`src/rtl/lcd_cmd_pkg.sv`:
```
// lcd_cmd_pkg: shared opcodes, timing constants, FSM state types and address helpers for lcd_cmd_engine.
package lcd_cmd_pkg;

    localparam logic [7:0] OP_CD_MASK   = 8'hFF, OP_CD_PAT   = 8'h01;
    localparam logic [7:0] OP_RCH_MASK  = 8'hFE, OP_RCH_PAT  = 8'h02;
    localparam logic [7:0] OP_EMS_MASK  = 8'hFC, OP_EMS_PAT  = 8'h04;
    localparam logic [7:0] OP_DOO_MASK  = 8'hF8, OP_DOO_PAT  = 8'h08;
    localparam logic [7:0] OP_CDS_MASK  = 8'hF0, OP_CDS_PAT  = 8'h10;
    localparam logic [7:0] OP_FS_MASK   = 8'hE0, OP_FS_PAT   = 8'h20;
    localparam logic [7:0] OP_CGRA_MASK = 8'hC0, OP_CGRA_PAT = 8'h40;
    localparam logic [7:0] OP_DDRA_MASK = 8'h80, OP_DDRA_PAT = 8'h80;

    localparam int BUSY_US_W = 11;
    localparam logic [BUSY_US_W-1:0] BUSY_CD_US  = 11'd1640;
    localparam logic [BUSY_US_W-1:0] BUSY_RCH_US = 11'd1600;
    localparam logic [BUSY_US_W-1:0] BUSY_STD_US = 11'd40;

    localparam logic [6:0] LINE0 = 7'h00;
    localparam logic [6:0] LINE1 = 7'h40;
    localparam logic [7:0] CHAR_SPACE = 8'h20;

    // Init state names the last step completed; I_DONE accepts everything.
    typedef enum logic [2:0] {I_IDLE, I_FS, I_EMS, I_DOO, I_DONE} init_t;
    typedef enum logic {R_IDLE, R_SCAN} ref_t;

    function automatic logic op_is(input logic [7:0] d, input logic [7:0] mask, input logic [7:0] pat);
        return (d & mask) == pat;
    endfunction

    function automatic logic addr_mapped(input logic [6:0] a, input int line_len);
        return int'(a) < line_len || (a >= LINE1 && int'(a) < int'(LINE1) + line_len);
    endfunction

    // Address counter step; each line wraps into the other so AC never leaves mapped space.
    function automatic logic [6:0] ac_step(input logic [6:0] ac, input logic id, input int line_len);
        logic [6:0] l0_end, l1_end;
        l0_end = 7'(line_len - 1);
        l1_end = 7'(int'(LINE1) + line_len - 1);
        if (id)
            return ac == l0_end ? LINE1 : ac == l1_end ? LINE0 : ac + 7'd1;
        return ac == LINE0 ? l1_end : ac == LINE1 ? l0_end : ac - 7'd1;
    endfunction

    // Rows 2/3 continue lines 0/1 one screen width further on.
    function automatic logic [6:0] vis_addr(input logic [1:0] r, input logic [5:0] c, input logic [5:0] shift,
                                            input int num_cols, input int line_len);
        int m;
        m = int'(c) + int'(shift);
        if (m >= line_len)
            m = m - line_len;
        return 7'((r[0] ? int'(LINE1) : 0) + (r[1] ? num_cols : 0) + m);
    endfunction

endpackage

```
`src/rtl/lcd_busy_timer.sv`:
```
// lcd_busy_timer: busy window of load_us microseconds measured in clk cycles.
//   clk, reset (async, active-high); load/load_us start a window; busy is high while it runs.
module lcd_busy_timer
    import lcd_cmd_pkg::*;
#(
    parameter int CLK_PER_US = 50
) (
    input  logic                 clk,
    input  logic                 reset,
    input  logic                 load,
    input  logic [BUSY_US_W-1:0] load_us,
    output logic                 busy
);

    localparam int PW = $clog2(CLK_PER_US + 1);
    localparam logic [PW-1:0] PRE_TOP = PW'(CLK_PER_US - 1);

    logic [BUSY_US_W-1:0] us_cnt;
    logic [PW-1:0]        pre;

    always_ff @(posedge clk or posedge reset) begin
        if (reset) begin
            us_cnt <= '0;
            pre    <= '0;
        end else if (load) begin
            us_cnt <= load_us;
            pre    <= PRE_TOP;
        end else if (us_cnt != '0) begin
            pre    <= pre == '0 ? PRE_TOP : pre - 1'b1;
            us_cnt <= pre == '0 ? us_cnt - 1'b1 : us_cnt;
        end
    end

    assign busy = us_cnt != '0;

endmodule

```
`src/rtl/lcd_cmd_engine.sv`:
```
// lcd_cmd_engine: HD44780-style command/data engine driving per-character GUI updates.
//   clk, reset (async, active-high); strobes inst_valid/data_wr_valid/data_rd_req/bf_rd_req with data_in;
//   rd_valid/rd_data read results; char_out/row/col/char_valid GUI updates; display_on/cursor_on/blink_on;
//   busy, init_done, init_error; pulses invalid_cmd, busy_cmd, cmd_hit (one-hot accepted command).
module lcd_cmd_engine
    import lcd_cmd_pkg::*;
#(
    parameter int NUM_ROWS   = 2,
    parameter int NUM_COLS   = 16,
    parameter int CLK_PER_US = 50,
    parameter int LINE_LEN   = 40
) (
    input  logic       clk,
    input  logic       reset,
    input  logic [7:0] data_in,
    input  logic       inst_valid,
    input  logic       data_wr_valid,
    input  logic       data_rd_req,
    input  logic       bf_rd_req,
    output logic       rd_valid,
    output logic [7:0] rd_data,
    output logic [7:0] char_out,
    output logic [1:0] row,
    output logic [5:0] col,
    output logic       char_valid,
    output logic       display_on,
    output logic       cursor_on,
    output logic       blink_on,
    output logic       busy,
    output logic       init_done,
    output logic       init_error,
    output logic       invalid_cmd,
    output logic       busy_cmd,
    output logic [7:0] cmd_hit
);

    if (40 * CLK_PER_US < NUM_ROWS * NUM_COLS) begin : g_bad_timing
        $error("screen refresh outlasts the shortest busy window");
    end

    logic [7:0] ddram [128];
    logic [6:0] ac;
    logic [5:0] shift, shift_inc, shift_dec, ref_c, ref_c_nx, wr_col;
    logic [1:0] ref_r, ref_r_nx, wr_row;
    logic       id, s_flag, timer_busy, scanning, wr_vis;
    init_t      init_st, init_nx;
    ref_t       ref_st, ref_nx;

    logic is_cd, is_rch, is_ems, is_doo, is_cds, is_fs, is_cgra, is_ddra;
    logic [7:0] kind;
    logic sel_inst, sel_wr, sel_rd, any, multi, go, cmd_legal, in_order;
    logic accept_inst, accept_wr, accept_rd, ref_req;
    logic [BUSY_US_W-1:0] load_us;

    assign is_cd   = op_is(data_in, OP_CD_MASK, OP_CD_PAT);
    assign is_rch  = op_is(data_in, OP_RCH_MASK, OP_RCH_PAT);
    assign is_ems  = op_is(data_in, OP_EMS_MASK, OP_EMS_PAT);
    assign is_doo  = op_is(data_in, OP_DOO_MASK, OP_DOO_PAT);
    assign is_cds  = op_is(data_in, OP_CDS_MASK, OP_CDS_PAT);
    assign is_fs   = op_is(data_in, OP_FS_MASK, OP_FS_PAT);
    assign is_cgra = op_is(data_in, OP_CGRA_MASK, OP_CGRA_PAT);
    assign is_ddra = op_is(data_in, OP_DDRA_MASK, OP_DDRA_PAT);
    assign kind    = {is_ddra, is_cgra, is_fs, is_cds, is_doo, is_ems, is_rch, is_cd};

    assign sel_inst  = inst_valid;
    assign sel_wr    = data_wr_valid & ~inst_valid;
    assign sel_rd    = data_rd_req & ~inst_valid & ~data_wr_valid;
    assign any       = inst_valid | data_wr_valid | data_rd_req;
    assign multi     = (32'(inst_valid) + 32'(data_wr_valid) + 32'(data_rd_req)) > 1;
    assign go        = any & ~busy;
    assign cmd_legal = (|kind) & (~is_fs | (data_in[3] == (NUM_ROWS > 1)))
                     & (~is_ddra | addr_mapped(data_in[6:0], LINE_LEN));
    assign in_order  = init_done | (init_st == I_IDLE & is_fs) | (init_st == I_FS & is_ems)
                     | (init_st == I_EMS & is_doo & data_in[2]) | (init_st == I_DOO & is_cd);

    assign accept_inst = go & sel_inst & cmd_legal & in_order;
    assign accept_wr   = go & sel_wr & init_done;
    assign accept_rd   = go & sel_rd & init_done;
    assign ref_req     = accept_inst & (is_cd | is_rch | (is_cds & data_in[3])) | accept_wr & s_flag;
    assign load_us     = accept_inst & is_cd ? BUSY_CD_US : accept_inst & is_rch ? BUSY_RCH_US : BUSY_STD_US;

    assign shift_inc = shift == 6'(LINE_LEN - 1) ? '0 : shift + 6'd1;
    assign shift_dec = shift == '0 ? 6'(LINE_LEN - 1) : shift - 6'd1;
    assign scanning  = ref_st == R_SCAN;
    assign busy      = timer_busy | scanning;
    assign init_done = init_st == I_DONE;

    lcd_busy_timer #(.CLK_PER_US(CLK_PER_US)) u_timer (
        .clk    (clk),
        .reset  (reset),
        .load   (accept_inst | accept_wr | accept_rd),
        .load_us(load_us),
        .busy   (timer_busy)
    );

    // Screen position of AC for the single-character update; the lowest row/col wins on aliases.
    always_comb begin
        wr_vis = 1'b0;
        wr_row = '0;
        wr_col = '0;
        for (int r = NUM_ROWS - 1; r >= 0; r--)
            for (int c = NUM_COLS - 1; c >= 0; c--)
                if (vis_addr(2'(r), 6'(c), shift, NUM_COLS, LINE_LEN) == ac) begin
                    wr_vis = 1'b1;
                    wr_row = 2'(r);
                    wr_col = 6'(c);
                end
    end

    always_ff @(posedge clk or posedge reset) begin
        if (reset) begin
            init_st <= I_IDLE;
            ref_st  <= R_IDLE;
            ref_r   <= '0;
            ref_c   <= '0;
        end else begin
            init_st <= init_nx;
            ref_st  <= ref_nx;
            ref_r   <= ref_r_nx;
            ref_c   <= ref_c_nx;
        end
    end

    always_comb begin
        init_nx = init_st;
        if (accept_inst && !init_done)
            init_nx = init_st == I_IDLE ? I_FS : init_st == I_FS ? I_EMS : init_st == I_EMS ? I_DOO : I_DONE;
    end

    // A new request always restarts the scan from the top-left cell.
    always_comb begin
        ref_nx   = ref_st;
        ref_r_nx = ref_r;
        ref_c_nx = ref_c;
        if (ref_req) begin
            ref_nx   = R_SCAN;
            ref_r_nx = '0;
            ref_c_nx = '0;
        end else if (scanning) begin
            ref_c_nx = ref_c == 6'(NUM_COLS - 1) ? '0 : ref_c + 6'd1;
            ref_r_nx = ref_c == 6'(NUM_COLS - 1) ? (ref_r == 2'(NUM_ROWS - 1) ? '0 : ref_r + 2'd1) : ref_r;
            ref_nx   = ref_c == 6'(NUM_COLS - 1) && ref_r == 2'(NUM_ROWS - 1) ? R_IDLE : R_SCAN;
        end
    end

    always_ff @(posedge clk or posedge reset) begin
        if (reset) begin
            for (int i = 0; i < 128; i++)
                ddram[i] <= CHAR_SPACE;
            ac          <= '0;
            shift       <= '0;
            id          <= 1'b1;
            s_flag      <= 1'b0;
            display_on  <= 1'b0;
            cursor_on   <= 1'b0;
            blink_on    <= 1'b0;
            rd_valid    <= 1'b0;
            rd_data     <= '0;
            char_out    <= CHAR_SPACE;
            row         <= '0;
            col         <= '0;
            char_valid  <= 1'b0;
            init_error  <= 1'b0;
            invalid_cmd <= 1'b0;
            busy_cmd    <= 1'b0;
            cmd_hit     <= '0;
        end else begin
            rd_valid    <= bf_rd_req | accept_rd;
            if (bf_rd_req || accept_rd)
                rd_data <= bf_rd_req ? {busy, ac} : ddram[ac];
            invalid_cmd <= multi | (go & sel_inst & ~cmd_legal);
            busy_cmd    <= any & busy;
            cmd_hit     <= accept_inst ? kind : '0;
            init_error  <= init_error | (~init_done & go & ((sel_inst & ~(cmd_legal & in_order)) | sel_wr | sel_rd));
            char_valid  <= scanning | (accept_wr & ~s_flag & wr_vis);
            if (scanning) begin
                char_out <= ddram[vis_addr(ref_r, ref_c, shift, NUM_COLS, LINE_LEN)];
                row      <= ref_r;
                col      <= ref_c;
            end else if (accept_wr) begin
                char_out <= data_in;
                row      <= wr_row;
                col      <= wr_col;
            end
            if (accept_inst) begin
                if (is_cd) begin
                    for (int i = 0; i < 128; i++)
                        ddram[i] <= CHAR_SPACE;
                    ac    <= '0;
                    shift <= '0;
                    id    <= 1'b1;
                end
                if (is_rch) begin
                    ac    <= '0;
                    shift <= '0;
                end
                if (is_ems) begin
                    id     <= data_in[1];
                    s_flag <= data_in[0];
                end
                if (is_doo) begin
                    display_on <= data_in[2];
                    cursor_on  <= data_in[1];
                    blink_on   <= data_in[0];
                end
                if (is_cds && data_in[3])
                    shift <= data_in[2] ? shift_dec : shift_inc;
                if (is_cds && !data_in[3])
                    ac <= ac_step(ac, data_in[2], LINE_LEN);
                if (is_ddra)
                    ac <= data_in[6:0];
            end
            if (accept_wr) begin
                ddram[ac] <= data_in;
                ac        <= ac_step(ac, id, LINE_LEN);
                if (s_flag)
                    shift <= id ? shift_inc : shift_dec;
            end
            if (accept_rd)
                ac <= ac_step(ac, id, LINE_LEN);
        end
    end

endmodule

```
`config.mk`:
```
export PLATFORM = sky130hd
export DESIGN_NAME = lcd_cmd_engine
export DESIGN_NICKNAME = d
export VERILOG_FILES = /design/src/rtl/lcd_cmd_pkg.sv /design/src/rtl/lcd_busy_timer.sv /design/src/rtl/lcd_cmd_engine.sv
export SDC_FILE = /design/constraint.sdc
export NUM_CORES = 2
export LEC_CHECK = 0
export ABC_AREA = 1
export CAP_MARGIN = 10
export CORE_MARGIN = 2
export CORE_UTILIZATION = 30
export CTS_CLUSTER_DIAMETER = 150
export CTS_CLUSTER_SIZE = 40
export DETAILED_ROUTE_END_ITERATION = 8
export GPL_TIMING_DRIVEN = 1
export PLACE_DENSITY_LB_ADDON = 0.05
export SLEW_MARGIN = 20
export SYNTH_ARGS = -nofsm -noshare
export SYNTH_HDL_FRONTEND = slang
export SYNTH_SLANG_ARGS = --single-unit
export TNS_END_PERCENT = 1
```
`constraint.sdc`:
```
create_clock -name clk -period 58.2 [get_ports clk]
set_clock_uncertainty 0.15 [all_clocks]
set_input_delay 8.73 -clock clk [delete_from_list [all_inputs] [get_ports clk]]
set_output_delay 8.73 -clock clk [all_outputs]
set_load 0.005 [all_outputs]
```
======== After elaboration in Yosys (flattened, before gate mapping) ========
Cells that the tools add are included.
storage, ports and cells
  flip-flop bits (word level) ............. 1108
  output and inout port bits .............. 42
operators by class
  add/subtract/negate cells ............... 61
  order comparisons ....................... 24
  equal/unequal tests ..................... 49
  muxes and demuxes ....................... 191
  bitwise gates (word level) .............. 62
  reductions and logical operators ........ 30
operators by type and width
  cell                 number
  $mux 1024            3
  $bwmux 1024          1
  $mux 6               49
  $mux 7               35
  $eq 7x7->1           32
  $add 7x7->7 const A  16
  $bmux 8 s7           2
  $ge 7x6->1 const B   16
  $sub 7x6->7 const B  16
  $mux 2               37
  $mux 8               9
  $add 4x6->7 const A  8
  $demux 8 s7          1
  $mux 11              5
  $mux 1               44
  $and 1x1->1          31
  $add 3x6->7 const A  4
  $or 1x1->1           20
  $ge 8x8->1 const B   2
  $not 7->8            2
  $add 2x6->7 const A  2
  $eq 7x7->1 const B   2
  $add 6x1->6 const B  2
  $logic_not 6->1      2
  45 further kinds     76

======== Longest topological paths before layout ========
  depth after elaboration ................. 39
  mapped depth ............................ 26
  gate-level depth less buffers ........... 25

======== Cells and area by module ========
A second synthesis with hierarchy kept.
second synthesis, totals
  cells, all modules ...................... 8549
  area, all modules ....................... 64844.7 um^2
modules (own cells, without submodules)
  module          times used  cells an instance  area an instance (um^2)  sequential area each (um^2)
  lcd_cmd_engine  1           8380               63634.8                  27463.8
  lcd_busy_timer  1           169                1209.9                   425.4

======== Worst setup path before layout ========
Ideal clock, no wire load.
  path kind ............................... input port to flip-flop
  start ................................... input port data_in[5]
  end ..................................... register ddram[867] in the netlist's numbering
  setup time .............................. 0.134 ns
  arrival ................................. 10.656 ns
  slack ................................... 47.259 ns
  stages .................................. 13
  buffers on the path ..................... 3
  path through ............................ buf_2 > nor3_4 > nand2_2 > nor2_2 > inv_1 > o311ai_4 > nand3_2 > nor2_2 > inv_2 > clkbuf_1 > buf_2 > nand3_1 > o21ai_0
between the ends
  cells in the longest elaborated chain, start to end .. 10
ends and longest elaborated chain
  what                                              line                                        source
  from (decl)                                       lcd_cmd_engine.sv:15                        input logic [7:0] data_in,
  $ge 7x7->1 (tied with other cells)                lcd_cmd_pkg.sv:31                           return int'(a) < line_len || (a >= LINE1 && int'(a) < int'(LINE1) + line_len);
  $logic_and 1x1->1 (tied with other cells)         lcd_cmd_pkg.sv:31
  $logic_or 1x1->1 (tied with other cells)          lcd_cmd_pkg.sv:31
  $or 1x1->1 (tied with other cells)                lcd_cmd_engine.sv:72                        & (~is_ddra | addr_mapped(data_in[6:0], LINE_LEN));
  $and 1x1->1 / $or 1x1->1 (equally long branches)  lcd_cmd_engine.sv:72, lcd_cmd_engine.sv:74
  $and 1x1->1 / $or 1x1->1 (equally long branches)  lcd_cmd_engine.sv:76, lcd_cmd_engine.sv:74
  $and 1x1->1                                       lcd_cmd_engine.sv:76                        assign accept_inst = go & sel_inst & cmd_legal & in_order;
  $mux 1024 *                                       lcd_cmd_engine.sv:185                       if (accept_inst) begin
  $bwmux 1024                                       lcd_cmd_engine.sv:214                       ddram[ac] <= data_in;
  $mux 1024 *                                       lcd_cmd_engine.sv:213                       if (accept_wr) begin
  to (signal, indexed assignment)                   lcd_cmd_engine.sv:214
  to (decl)                                         lcd_cmd_engine.sv:41                        logic [7:0] ddram [128];
Every way passes the cells marked *; elsewhere a longest branch is shown, timed or not.
A chain may end at the register's enable or synchronous reset.

======== Worst setup path after layout ========
  start ................................... input port data_in[6]
  end ..................................... register ddram[718] in the netlist's numbering
between the ends
  cells in the longest elaborated chain, start to end .. 10
ends and longest elaborated chain
  what                                              line
  $ge 7x7->1 (tied with other cells)                lcd_cmd_pkg.sv:31
  $logic_and 1x1->1 (tied with other cells)         lcd_cmd_pkg.sv:31
  $logic_or 1x1->1 (tied with other cells)          lcd_cmd_pkg.sv:31
  $or 1x1->1 (tied with other cells)                lcd_cmd_engine.sv:72
  $and 1x1->1 / $or 1x1->1 (equally long branches)  lcd_cmd_engine.sv:72, lcd_cmd_engine.sv:74
  $and 1x1->1 / $or 1x1->1 (equally long branches)  lcd_cmd_engine.sv:76, lcd_cmd_engine.sv:74
  $and 1x1->1                                       lcd_cmd_engine.sv:76
  $mux 1024                                         lcd_cmd_engine.sv:185
  $bwmux 1024                                       lcd_cmd_engine.sv:214
  $mux 1024 *                                       lcd_cmd_engine.sv:213
Marks and branches as above.

==> impl_metrics.json <==
{
  "yosysWarnings": 0,
  "crit_required_ns": 58.63,
  "reg2regPathDepth": 19,
  "first_pass_iters": 7,
  "holdPathEnd": "init_error",
  "grt_max_degree": 165,
  "pre_cts_ws_ns": 44.63,
  "synthAdderAreaFrac_pct": 1.15,
  "hold_violations": 0,
  "wl_met3_um": 21200,
  "clock_latency_ns": 0.73,
  "die_h_um": 465,
  "final.setup.tns_ns": 0,
  "clock_sinks": 1108,
  "synth_top_family_by_area": "compound AO/OA/AOI/OAI gates",
  "postCtsResizedCells": 0,
  "wirelength_um": 323000,
  "antenna_found_initial": 10,
  "cp_num_buf_inv": 5,
  "power_density_nw_per_um2": 32.9,
  "vias": 64100,
  "drtIter0Drc": 6915,
  "ctsHoldBuffers": 0,
  "start_util_pct": 30.1,
  "dp_hpwl_um": 206000,
  "synth_compound_area_share_pct": 25.8,
  "final_cell_mix": "nand2_1, dfrtp_1, inv_1",
  "cpMaxStageDelayCell": "clkdlybuf4s50_1",
  "grt_first_pass_wirelength_um": 465000,
  "slew_headroom_pct": 13.8,
  "setup_viol": 0,
  "rsz0062_at_grt": "false",
  "drt-met1-wl_um": 145000,
  "r2r_setup_slack_ns": 52.13,
  "fin_nets": 8071,
  "syn_inst": 8361,
  "synth-simple-area-share_pct": 18.8,
  "die_area_um2": 217000,
  "ir_drop_mv": 0.0300,
  "synth_area_um2": 63800,
  "finalWorstSetupSlack_ns": 45.29,
  "final_max_slew_viol_count": 0,
  "yosysSeqAreaShare_pct": 43.7,
  "critPathTopFamily": "buffers and inverters",
  "layout-drive-gt1-share_pct": 5.76,
  "period_share_pct": 22.2,
  "portBuffers": 55,
  "wl_met2_um": 143000,
  "cts_root_buffer": "clkbuf_16",
  "crit_chain": "clkdlybuf4s50_1, inv_6, nand3_1, a21oi_1, a21oi_1, o311ai_4, nand3_2, nor2_2, buf_4, inv_8, buf_4, nand3_1, o21ai_0",
  "syn_nets": 8433,
  "path_max_fanout": 126,
  "timing.fmax_ghz": 0.0775,
  "pin_count": 56,
  "coreArea_um2": 212000,
  "muxShareOfSynthArea_pct": 0.0960,
  "r2r_start": "ref_c[0]",
  "cp.arrival_ns": 13.34,
  "cts_setup_buffers": 0,
  "yosys.area_share.xor_xnor_pct": 0.849,
  "cts_tree": "done",
  "synth_ff_type": "dfrtp_1",
  "hp-class": "register to register",
  "ys_ff_latch": 1108,
  "clk_pin_slew_ns": 0.14,
  "wl_per_cell_um": 29.7,
  "end_kind": "register",
  "clk_path_buf_depth": 3,
  "outcome": "complete, no violations",
  "syn_area_per_cell_um2": 7.64,
  "via_per_inst": 5.91,
  "async_flop_share_pct": 100,
  "rows": 169,
  "overflow": 0,
  "final_common_cell": "nand2_1",
  "startpoint_type": "primary input",
  "slowest_delay_ns": 0.95,
  "ctsHtreeMaxLevel": 2,
  "track_usage_pct": 29.0,
  "antenna_left": 0,
  "reg2reg_to": "char_out[1]",
  "synth_edf_count": 0,
  "placed_cells": 10800,
  "die_w_um": 465,
  "synth_cell_types": 65,
  "worstHoldPathCells": 1,
  "gp_congestion": 0.915,
  "first_global_vias": 61900,
  "worstMarginPinSlew_ns": 1.28,
  "syn2layout_area_growth_pct": 6.78,
  "crit_type": "primary input to register",
  "cts_made_buffers": 35,
  "fill_cells": 22900,
  "maxCapViolCount": 0,
  "drc_errors": 0,
  "finalCriticalPeriod_ns": 12.91,
  "highest-signal-layer": "met5",
  "final_cells": 10800,
  "p_leak_nw": 31.5,
  "hp-start": "init_error"
}
kinds of logic (layout without fill, tap and decap cells):
| group | count (synthesis) | in the layout |
|---|---|---|
| AND/OR/NAND/NOR | 2765 | 2765 |
| other | 0 | 3 |
| multiplexers | 6 | 6 |
| flip-flops | 1108 | 1108 |
| XOR/XNOR | 61 | 61 |
| AO/OA/AOI/OAI | 2759 | 2759 |
| buffers and inverters | 1604 | 1265 |
| adder cells (fa/ha/maj) | 58 | 58 |
power by group:
| group | switching, mW | total [mW] | internal [mW] |
|---|---|---|---|
| Combinational | 0.790 | 1.04 | 0.245 |
| Sequential | 0.0170 | 0.804 | 0.787 |
| Clock | 0.283 | 0.406 | 0.123 |
through the flow:
stage	util, %	power [mW]	hold slack (ns)	instance area [µm²]
floorplan	-	1.35	0.301	63800
global placement	31.7	1.82	0.306	67100
detailed placement	31.7	1.82	0.318	67100
CTS	32.2	2.22	0.353	68200
global route	32.2	2.33	0.373	68200
finish	32.2	2.25	0.345	68200
synth_stat cells, drive strengths merged (5+ instances only):
cell type  count  area [µm²]
inv         1003        3760
nor2         487        1950
nand2       1451        5530
xnor2         12         105
o2111ai       21         184
or2            5        31.3
o221ai        31         272
o311ai        11         114
nand3b         5        37.5
a221oi        63         552
o211ai        71         533
o22ai        967        6050
o31ai          9        67.6
o41ai         60         526
dfstp        130        3420
nand3        656        3290
nor4           7        65.1
mux2i          5        50.1
clkbuf       456        1710
o2bb2ai        6        52.6
a22oi         46         345
nand4         80         531
nor3          67         517
buf          136         656
a31oi         23         144
ha            57         713
o21ai        976        4930
a21oi        363        1820
clkinv         9        35.0
a211oi        79         593
xor2          49         437
dfrtp        978       24500
a32oi         20         175
worst max-delay path by stage:
| stage | startpoint | end | slack, ns | depth (start not counted) |
|---|---|---|---|---|
| floorplan | reset | ac[0] | 18.34 | 1 |
| global placement | data_in[6] | ddram[69] | 44.58 | 13 |
| detailed placement | data_in[6] | ddram[548] | 44.63 | 13 |
| CTS | data_in[6] | ddram[719] | 45.37 | 13 |
| global route | reset | ddram[843] | 45.05 | 6 |
| finish | data_in[6] | ddram[718] | 45.29 | 13 |
per-layer routing:
metal,up-vias,track usage (%)
li1,28400,-
met1,32400,41.0
met2,2701,45.0
met3,553,3.91
met4,12,10.9
met5,-,0
state kept, by name, summed over array words and instances, names as in the netlist, 2 cells and up:
name            cells
shift               6
char_out            8
ref_r               2
rd_data             8
ref_c               6
row                 2
u_timer.pre         6
u_timer.us_cnt     11
init_st             3
cmd_hit             8
ac                  7
col                 6
ddram            1024
final cells by class:
type	count	area (µm²)	area share, %
multi-input cells	5649	30000	44.0
flip-flops and latches	1108	27900	40.9
inverters	1012	3890	5.70
well taps	2821	3530	5.18
repair buffers	193	1780	2.61
clock buffers	49	938	1.38
clock inverters	11	139	0.204
diodes	3	7.51	0.0110
Note: power is estimated with default switching activity, not from simulation.
